**config.mk**
```make
export PLATFORM = sky130hd
export DESIGN_NAME = domain_handshake_tx
export DESIGN_NICKNAME = d
export VERILOG_FILES = /design/src/rtl/domain_handshake_tx.sv
export SDC_FILE = /design/constraint.sdc
export NUM_CORES = 1
export LEC_CHECK = 0
export CORE_ASPECT_RATIO = 1.1
export CORE_MARGIN = 1
export CORE_UTILIZATION = 36
export DETAILED_ROUTE_END_ITERATION = 7
export PLACE_DENSITY_LB_ADDON = 0.25
export SLEW_MARGIN = 0
export SYNTH_ARGS = -nofsm -noshare
export SYNTH_HDL_FRONTEND = slang
export SYNTH_SLANG_ARGS = --single-unit
```
**constraint.sdc**
```tcl
create_clock -name clkA -period 1.5 [get_ports clkA]
set_input_delay 0.15 -clock clkA [delete_from_list [all_inputs] [get_ports clkA]]
set_output_delay 0.15 -clock clkA [all_outputs]
set_load 0.005 [all_outputs]
```
**src/rtl/domain_handshake_tx.sv**
```systemverilog
// Sending side of a 4-phase req/ack crossing in the clkA domain; AckIn is resynchronized internally.
// Optional one-word pending slot enabled by defining HS_PENDING_EN.
module domain_handshake_tx #(
   parameter int DATA_W      = 8,
   parameter int SYNC_STAGES = 2
) (
   input  logic              clkA,
   input  logic              rst,
   input  logic              SendStb,
   input  logic [DATA_W-1:0] SendData,
   output logic              Busy,
   output logic              Done,
   output logic              Drop,
   output logic              ReqOut,
   output logic [DATA_W-1:0] DataOut,
   input  logic              AckIn
);

   typedef enum logic [1:0] {IDLE, REQ, REL} state_t;

   state_t                 state_q, state_d;
   logic                   req_q, req_d;
   logic [DATA_W-1:0]      data_q, data_d;
   logic                   busy_q, busy_d;
   logic                   done_q, done_d;
   logic                   drop_q, drop_d;
   logic [SYNC_STAGES-1:0] sync_q;
   logic                   ack_s;
`ifdef HS_PENDING_EN
   logic                   pend_v_q, pend_v_d;
   logic [DATA_W-1:0]      pend_d_q, pend_d_d;
`endif

   assign ack_s = sync_q[SYNC_STAGES-1];

   always_ff @(posedge clkA or posedge rst) begin
      if (rst) begin
         state_q  <= IDLE;
         req_q    <= 1'b0;
         data_q   <= '0;
         busy_q   <= 1'b0;
         done_q   <= 1'b0;
         drop_q   <= 1'b0;
         sync_q   <= '0;
`ifdef HS_PENDING_EN
         pend_v_q <= 1'b0;
         pend_d_q <= '0;
`endif
      end else begin
         state_q  <= state_d;
         req_q    <= req_d;
         data_q   <= data_d;
         busy_q   <= busy_d;
         done_q   <= done_d;
         drop_q   <= drop_d;
         sync_q   <= {sync_q[SYNC_STAGES-2:0], AckIn};
`ifdef HS_PENDING_EN
         pend_v_q <= pend_v_d;
         pend_d_q <= pend_d_d;
`endif
      end
   end

   always_comb begin
      state_d  = state_q;
      req_d    = req_q;
      data_d   = data_q;
      done_d   = 1'b0;
      drop_d   = 1'b0;
`ifdef HS_PENDING_EN
      pend_v_d = pend_v_q;
      pend_d_d = pend_d_q;
`endif
      case (state_q)
         IDLE: begin
            if (SendStb) begin
               if (!ack_s) begin
                  data_d  = SendData;
                  req_d   = 1'b1;
                  state_d = REQ;
               end else begin
                  drop_d  = 1'b1;
               end
            end
         end
         REQ: begin
            if (ack_s) begin
               req_d   = 1'b0;
               state_d = REL;
            end
         end
         REL: begin
            if (!ack_s) begin
               done_d  = 1'b1;
               state_d = IDLE;
`ifdef HS_PENDING_EN
               if (pend_v_q) begin
                  state_d  = REQ;
                  data_d   = pend_d_q;
                  req_d    = 1'b1;
                  pend_v_d = 1'b0;
               end
`endif
            end
         end
         default: state_d = IDLE;
      endcase
      // Strobe while busy; pend_v_d already reflects a slot freed by completion this cycle.
      if (SendStb && (state_q != IDLE)) begin
`ifdef HS_PENDING_EN
         if (!pend_v_d) begin
            pend_v_d = 1'b1;
            pend_d_d = SendData;
         end else begin
            drop_d   = 1'b1;
         end
`else
         drop_d = 1'b1;
`endif
      end
      busy_d = (state_d != IDLE);
   end

   assign Busy    = busy_q;
   assign Done    = done_q;
   assign Drop    = drop_q;
   assign ReqOut  = req_q;
   assign DataOut = data_q;

endmodule

```
# ---- After elaboration in Yosys (flattened, before gate mapping)
# Cells that the tools add are included.
dict set report classes {
  n_eq_ne 5
  muxes 15
  bitwise 1
  n_reduce_logical 7
}
# operator n
set ops {}
lappend ops {{$mux 1} 9}
lappend ops {{$mux 2} 4}
lappend ops {{$ne 2x2->1 const B} 3}
lappend ops {{$pmux 2 s3} 1}
lappend ops {{$reduce_bool 2->1} 3}
lappend ops {{$reduce_and 4->1} 1}
lappend ops {{$reduce_and 3->1} 1}
lappend ops {{$eq 2x1->1 const B} 1}
lappend ops {{$eq 2x2->1 const B} 1}
lappend ops {{$logic_not 2->1} 1}
lappend ops {{$pmux 1 s2} 1}
lappend ops {{$logic_and 1x1->1} 1}
lappend ops {{$not 1->1} 1}
dict set report totals {
  register_bits 16
  in_bits 12
  out_inout_bits 12
  word_cells 35
}

# ---- Longest topological paths before layout
# Gate-level depths: netlist (run 1).
dict set report logic_depth {
  depth_word 4
  mapped_depth 4
  depth_no_buf 3
}

# ---- Worst setup path before layout (run 1)
# Ideal clock, no wire load.
dict set report synth_path {
  kind {reg-to-reg}
  startpoint {reg state_q[1]}
  endpoint {reg data_q[0], in the netlist DataOut[0]}
  setup_time_ns 0.125
  t_arrival_ns 1.336
  required_time_ns 1.375
  slack_ns 0.039
  stages_incl_launch_ff 4
  n_path_buf 1
  synth_period_minus_slack_ns 1.461
  cell_sequence {dfrtp_1 > clkbuf_2 > nor4b_4 > mux2_2}
}
dict set report synth_via {
  elab_chain_cells 2
}
# element line_no
set synth_lines {}
lappend synth_lines {{start: declaration} 21} ;# state_t state_q, state_d;
lappend synth_lines {{start signal: assignment} 50} ;# state_q <= state_d;
lappend synth_lines {{$logic_not 2->1} 74} ;# case (state_q)
lappend synth_lines {{$reduce_and 3->1 (no source line)} --}
lappend synth_lines {{end signal: assignment} 52} ;# data_q <= data_d;
lappend synth_lines {{end: declaration} 23} ;# logic [DATA_W-1:0] data_q, data_d;
# Every way passes these cells.
# A chain may end at the register's enable or synchronous reset.

# ---- Worst setup path after layout (run 1)
dict set report layout_path {
  startpoint {reg state_q[0]}
  endpoint {reg data_q[7], in the netlist DataOut[7]}
}
# The elaborated chain is that of the path after synthesis.

==> results of run 1 <==
critical path, delay by kind of cell (launching register included):
family / cells / cell delay (ns)
flops: 1 / 0.42
mux: 1 / 0.34
simple gates: 1 / 0.27
buf+inv: 1 / 0.21
cells in the final DEF (no fill, tap or decap), drive strengths merged:
cell	instances
a21oi	1
a31oi	1
buf	6
clkbuf	3
clkdlybuf4s50	23
dfrtp	16
inv	4
mux2	8
nor2	2
nor3	2
nor4b	1
o21ai	1
o31a	1
or2	1
or3	1
xnor2	1
layer usage:
layer | wire, um | share of wire [%] | GRT usage (%) | up-vias
met5 | 0 | 0 | 0 | -
met3 | 50 | 5.1 | 4.433 | 0
met4 | 0 | 0 | 5.806 | 0
met2 | 477 | 48 | 17.19 | 14
li1 | - | - | - | 201
met1 | 461 | 47 | 17.86 | 183
cell type report:
type	instances	area [um2]
clock buffer	3	22.52
sequential	16	400.4
timing repair buffer	29	275.3
multi-input combinational	20	177.7
inverter	4	15.01
fill	139	664.4
tap	17	21.27
power by group through the flow:
| stage | Combinational [mW] | Clock (mW) | Sequential [mW] |
|---|---|---|---|
| final | 0.346 | 0.214 | 0.565 |
| after global routing | 0.377 | 0.240 | 0.576 |
| after CTS | 0.351 | 0.222 | 0.568 |
| after detailed placement | 0.350 | 0 | 0.575 |
| after global placement | 0.344 | 0 | 0.575 |
| after floorplan | 0.128 | 0 | 0.576 |
through the flow:
stage	hold slack, ns	instance area, um2	std cells
global placement	0.3325	889.6	86
detailed placement	0.3416	889.6	86
finish	0.1632	912.1	89
floorplan	0.06374	609.3	42
global route	0.1667	912.1	89
CTS	0.1647	912.1	89
worst max path at each step:
stage,startpoint,endpoint,slack (ns),depth (start not counted)
6_report,state_q[0],DataOut[7],0.15,3
5_1_grt,state_q[0],DataOut[6],0.08,3
4_1_cts,state_q[0],DataOut[7],0.15,3
3_5_place_dp,SendStb,DataOut[5],0.006,4
3_3_place_gp,SendStb,DataOut[4],0.02,4
2_1_floorplan,state_q[1],DataOut[0],0.04,3
flip-flops by register name, summed over array words and instances, names as in the netlist:
register and count:
DataOut 8, Done 1, Drop 1, state_q 2
ReqOut 1, Busy 1, sync_q 2
cell families after synthesis:
logic type | count (synthesis)
XOR/XNOR | 1
AO/OA/AOI/OAI | 4
multiplexers | 8
buffers and inverters | 6
AND/OR/NAND/NOR | 7
flip-flops | 16
==> flow_summary.ini, run 1 <==
[floorplan]
fp.dieH_um = 45.15
core-area_um2 = 1577
die-area_um2 = 1861
start_util_pct = 38.65
io-pin-count = 24
std_cell_rows = 15
die_w_um = 41.23

[yosys]
syn_area_per_cell_um2 = 14.51
synth_most_common_cell = dfrtp_1
synth-seq-area-share_pct = 65.71
synthSimpleGateAreaFrac_pct = 8.830
synth_top_cell_area_share_pct = 65.71
synthDistinctLibCells = 15
yosys_warnings = 0
synth_fp_nets = 54
synth_xor_area_share_pct = 1.437
synth_compound_area_share_pct = 4.107
post_synth_inst_count = 42
ys.flop_type = dfrtp_1
synth_top_family_by_area = multiplexers
synth_commonest_cells = 16 x dfrtp_1, 8 x mux2_2, 4 x inv_1, 2 x nor2_1, 2 x nor3_1
ys_ff_latch = 16
synth_area_um2 = 609.3
yosysTopAreaCell = dfrtp_1
synth-edff-count = 0
ys_async_sr_fraction_pct = 100.0
muxShareOfSynthArea_pct = 14.78
ys_top_cells_by_area = dfrtp_1 66%, mux2_2 15%, nor4b_4 3.9%, inv_1 2.5%, buf_6 1.8%
synthAdderAreaFrac_pct = 0

[status]
status = complete, no violations

[setup_path]
crit_path_end_kind = flip-flop
rr_worst_depth = 3
cp_slowest_cell = dfrtp_1
cp_max_fo = 9
max_stage_delay_ns = 0.42
regToRegSetupSlack_ns = 0.15
r2r_end = DataOut[7]
arrival_ns = 1.51
crit_chain = nor4b_4, buf_4, mux2_2
worstPathRequired_ns = 1.66
reg2reg_from = state_q[0]
cp-start-kind = flip-flop
critPathKind = flip-flop to flip-flop

[pwr]
p_clk_share_pct = 19.0
sw_frac_of_total_pct = 23.67
sequentialPowerShare_pct = 50.2
switchingPower_mw = 0.2662
totalPowerFinal_mw = 1.125
powerDensity_nw_per_um2 = 1233
peakVddDrop_mv = 0.5901
leakage_nw = 0.3998
p_int_mw = 0.8584
combPwrFrac_pct = 30.8

[layout]
antennaDiodeCount = 0
drive_gt1_share_pct = 26.39
fin_util_pct = 57.86
layout.nets = 86
synthToLayoutAreaGrowth_pct = 49.69

[drt]
avgRoutedWirePerCell_um = 11.11
drt_pass1_iterations = 4
drc = 0
wl_um = 989
vias_per_cell = 4.472
vias = 398
ant_nets = 0
drt_iter0_markers = 1

[global_route]
grt-ovfl-total = 0
grt_usage_pct = 12.62
grt_max_degree = 17
grt_antenna_before_repair = 0
grt_pass1_vias = 383
grt_pass1_wl_um = 1538

[worst_hold_path]
min_path_type = primary input to async pin

[timing]
hold_violations = 0
worst_pin_slew_ns = 0.1976
slew_viol_final = 0
setup_viol = 0
fin_tns_setup_ns = 0
final.period_utilization_pct = 89.84
max_freq_mhz = 742.0
period_needed_ns = 1.348
finClkSkew_ns = 0.003386
rsz0062_at_grt = no
slew_headroom_pct = 86.83
finalWorstSetupSlack_ns = 0.1524

[clock_tree]
clkLatencyLatePin_ns = 0.27
clock-sinks = 16
h-tree-depth = 1
cts_tree = yes
post_cts_resized = 0
path_clk_slew_ns = 0.09
clock_path_buffers = 2
holdBufCountCts = 0
numCtsBuffers = 3
cts-root-buf = clkbuf_4
postCtsSetupBuffers = 0

[placement]
port_buffers = 23
post-dp-hpwl_um = 749.5
globalplace.congestion = 0.7190
preCtsSetupSlack_ns = 0.006274

[run]
cap_violations = 0
Note: power is estimated with default switching activity, not from simulation.
==> run 2: changes to the inputs <==
--- a/config.mk
+++ b/config.mk
@@ -5,12 +5,13 @@
 export SDC_FILE = /design/constraint.sdc
 export NUM_CORES = 1
 export LEC_CHECK = 0
+export CELL_PAD_IN_SITES_DETAIL_PLACEMENT = 0
+export CELL_PAD_IN_SITES_GLOBAL_PLACEMENT = 1
 export CORE_ASPECT_RATIO = 1.1
 export CORE_MARGIN = 1
-export CORE_UTILIZATION = 36
+export CORE_UTILIZATION = 34
 export DETAILED_ROUTE_END_ITERATION = 7
 export PLACE_DENSITY_LB_ADDON = 0.25
-export SLEW_MARGIN = 0
 export SYNTH_ARGS = -nofsm -noshare
 export SYNTH_HDL_FRONTEND = slang
 export SYNTH_SLANG_ARGS = --single-unit
==> constraint.sdc (replaced) <==
create_clock -name clkA -period 1.65 [get_ports clkA]
set_input_delay 0.165 -clock clkA [delete_from_list [all_inputs] [get_ports clkA]]
set_output_delay 0.165 -clock clkA [all_outputs]
set_load 0.005 [all_outputs]
==> flow_summary.ini, run 2 (synthesis results as in run 1) <==
[layout]
drive_gt1_share_pct = 24.29
fillCellCount = 151
layout_common_cells = 23 x clkdlybuf4s50_1, 16 x dfrtp_1, 8 x mux2_2
final_common_cell = clkdlybuf4s50_1
synthToLayoutAreaGrowth_pct = 48.25
seqCellArea_um2 = 400.4
fin_cells = 87
layout.nets = 83
multi_input_area_um2 = 177.7
antennaDiodeCount = 0
finalInstanceArea_um2 = 903.4
largest_register_ffs = 8

[clock_tree]
clock_path_buffers = 2
h-tree-depth = 1
cts-root-buf = clkbuf_4
post_cts_resized = 0
clock-sinks = 16
numCtsBuffers = 3
clkLatencyLatePin_ns = 0.28
postCtsSetupBuffers = 0
cts_tree = yes
holdBufCountCts = 0
path_clk_slew_ns = 0.09

[drt]
vias = 422
vias_per_cell = 4.851
drt_pass1_iterations = 2
drt_iter0_markers = 4
avgRoutedWirePerCell_um = 12.32
drc = 0
wl_um = 1072
ant_nets = 0

[timing]
slew_headroom_pct = 60.55
fin_tns_setup_ns = 0
finClkSkew_ns = 0.0003451
slew_viol_final = 0
period_needed_ns = 1.402
final.period_utilization_pct = 84.99
setup_viol = 0
finalWorstSetupSlack_ns = 0.2477
rsz0062_at_grt = no
worst_pin_slew_ns = 0.5911
hold_slack_ns = 0.2440
hold_violations = 0
max_freq_mhz = 713.1

[setup_path]
worstPathRequired_ns = 1.82
rr_worst_depth = 3
cp_max_fo = 9
arrival_ns = 1.57
crit_start = state_q[1]
crit_path_end_kind = flip-flop
reg2reg_from = state_q[1]
worstSetupEndpoint = DataOut[7]
regToRegSetupSlack_ns = 0.25
cp-start-kind = flip-flop
critPathKind = flip-flop to flip-flop
r2r_end = DataOut[7]

[placement]
preCtsSetupSlack_ns = 0.1168
port_buffers = 23
post-dp-hpwl_um = 796.4
dp.cells = 83
globalplace.congestion = 0.6582
place_area_um2 = 867.1

[global_route]
grt-ovfl-total = 0
grt_antenna_before_repair = 0
grt_max_degree = 17
grt_usage_pct = 14.02
grt_pass1_vias = 463
grt_pass1_wl_um = 1959

[floorplan]
die-area_um2 = 1966
start_util_pct = 37.75
die_w_um = 42.37
core-area_um2 = 1614
std_cell_rows = 15
fp.dieH_um = 46.40
io-pin-count = 24

[run]
cap_violations = 0

[pwr]
leakage_nw = 0.3921
peakVddDrop_mv = 0.4990
powerDensity_nw_per_um2 = 1183

[status]
status = complete, no violations

[worst_hold_path]
min_path_type = primary input to async pin
## run 2: changes by cell type in the layout (fill, tap and decap cells not counted), sizes merged
cell    previous run  this run
clkbuf             3         4
buf                6         3
## run 2: area by class of cell
cell class | instances | area share [%]
tap | 17 | 2.355
timing repair buffer | 26 | 27.98
sequential | 16 | 44.32
clock buffer | 4 | 4.017
multi-input combinational | 20 | 19.67
inverter | 4 | 1.662
## run 2: worst min path at each step
stage	start	to	slack [ns]	cells after the start
after CTS	rst	DataOut[7]	0.25	2
after floorplan	rst	Busy	0.08	1
after global placement	sync_q[0]	sync_q[1]	0.33	0
final	rst	DataOut[5]	0.24	2
after global routing	rst	Busy	0.28	2
after detailed placement	sync_q[0]	sync_q[1]	0.35	0
## run 2: critical path: stages, from the launching register on
cell and delay (ns):
dfrtp_1 0.47, nor4b_4 0.27, buf_4 0.21, mux2_2 0.34
## run 2: per-layer routing
layer  GRT usage (%)  routed length [um]  vias up
met1           16.17                 438      206
met3           5.098                  59        2
li1                -                   -      199
met2           22.15                 562       15
met4           9.375                  12        0
met5               0                   0        -
## run 2: through the flow
step	power, mW	util [%]
final	1.069	55.97
after global routing	1.151	55.97
after CTS	1.091	55.97
after detailed placement	0.8325	53.72
after global placement	0.8276	53.72
after floorplan	0.6400	-
## run 2: power breakdown
group          switching [mW]  total [mW]  internal, mW  leakage (nW)
logic                  0.0840       0.300         0.216         0.179
clock network           0.115       0.249         0.134        0.0210
registers              0.0473       0.520         0.472         0.192
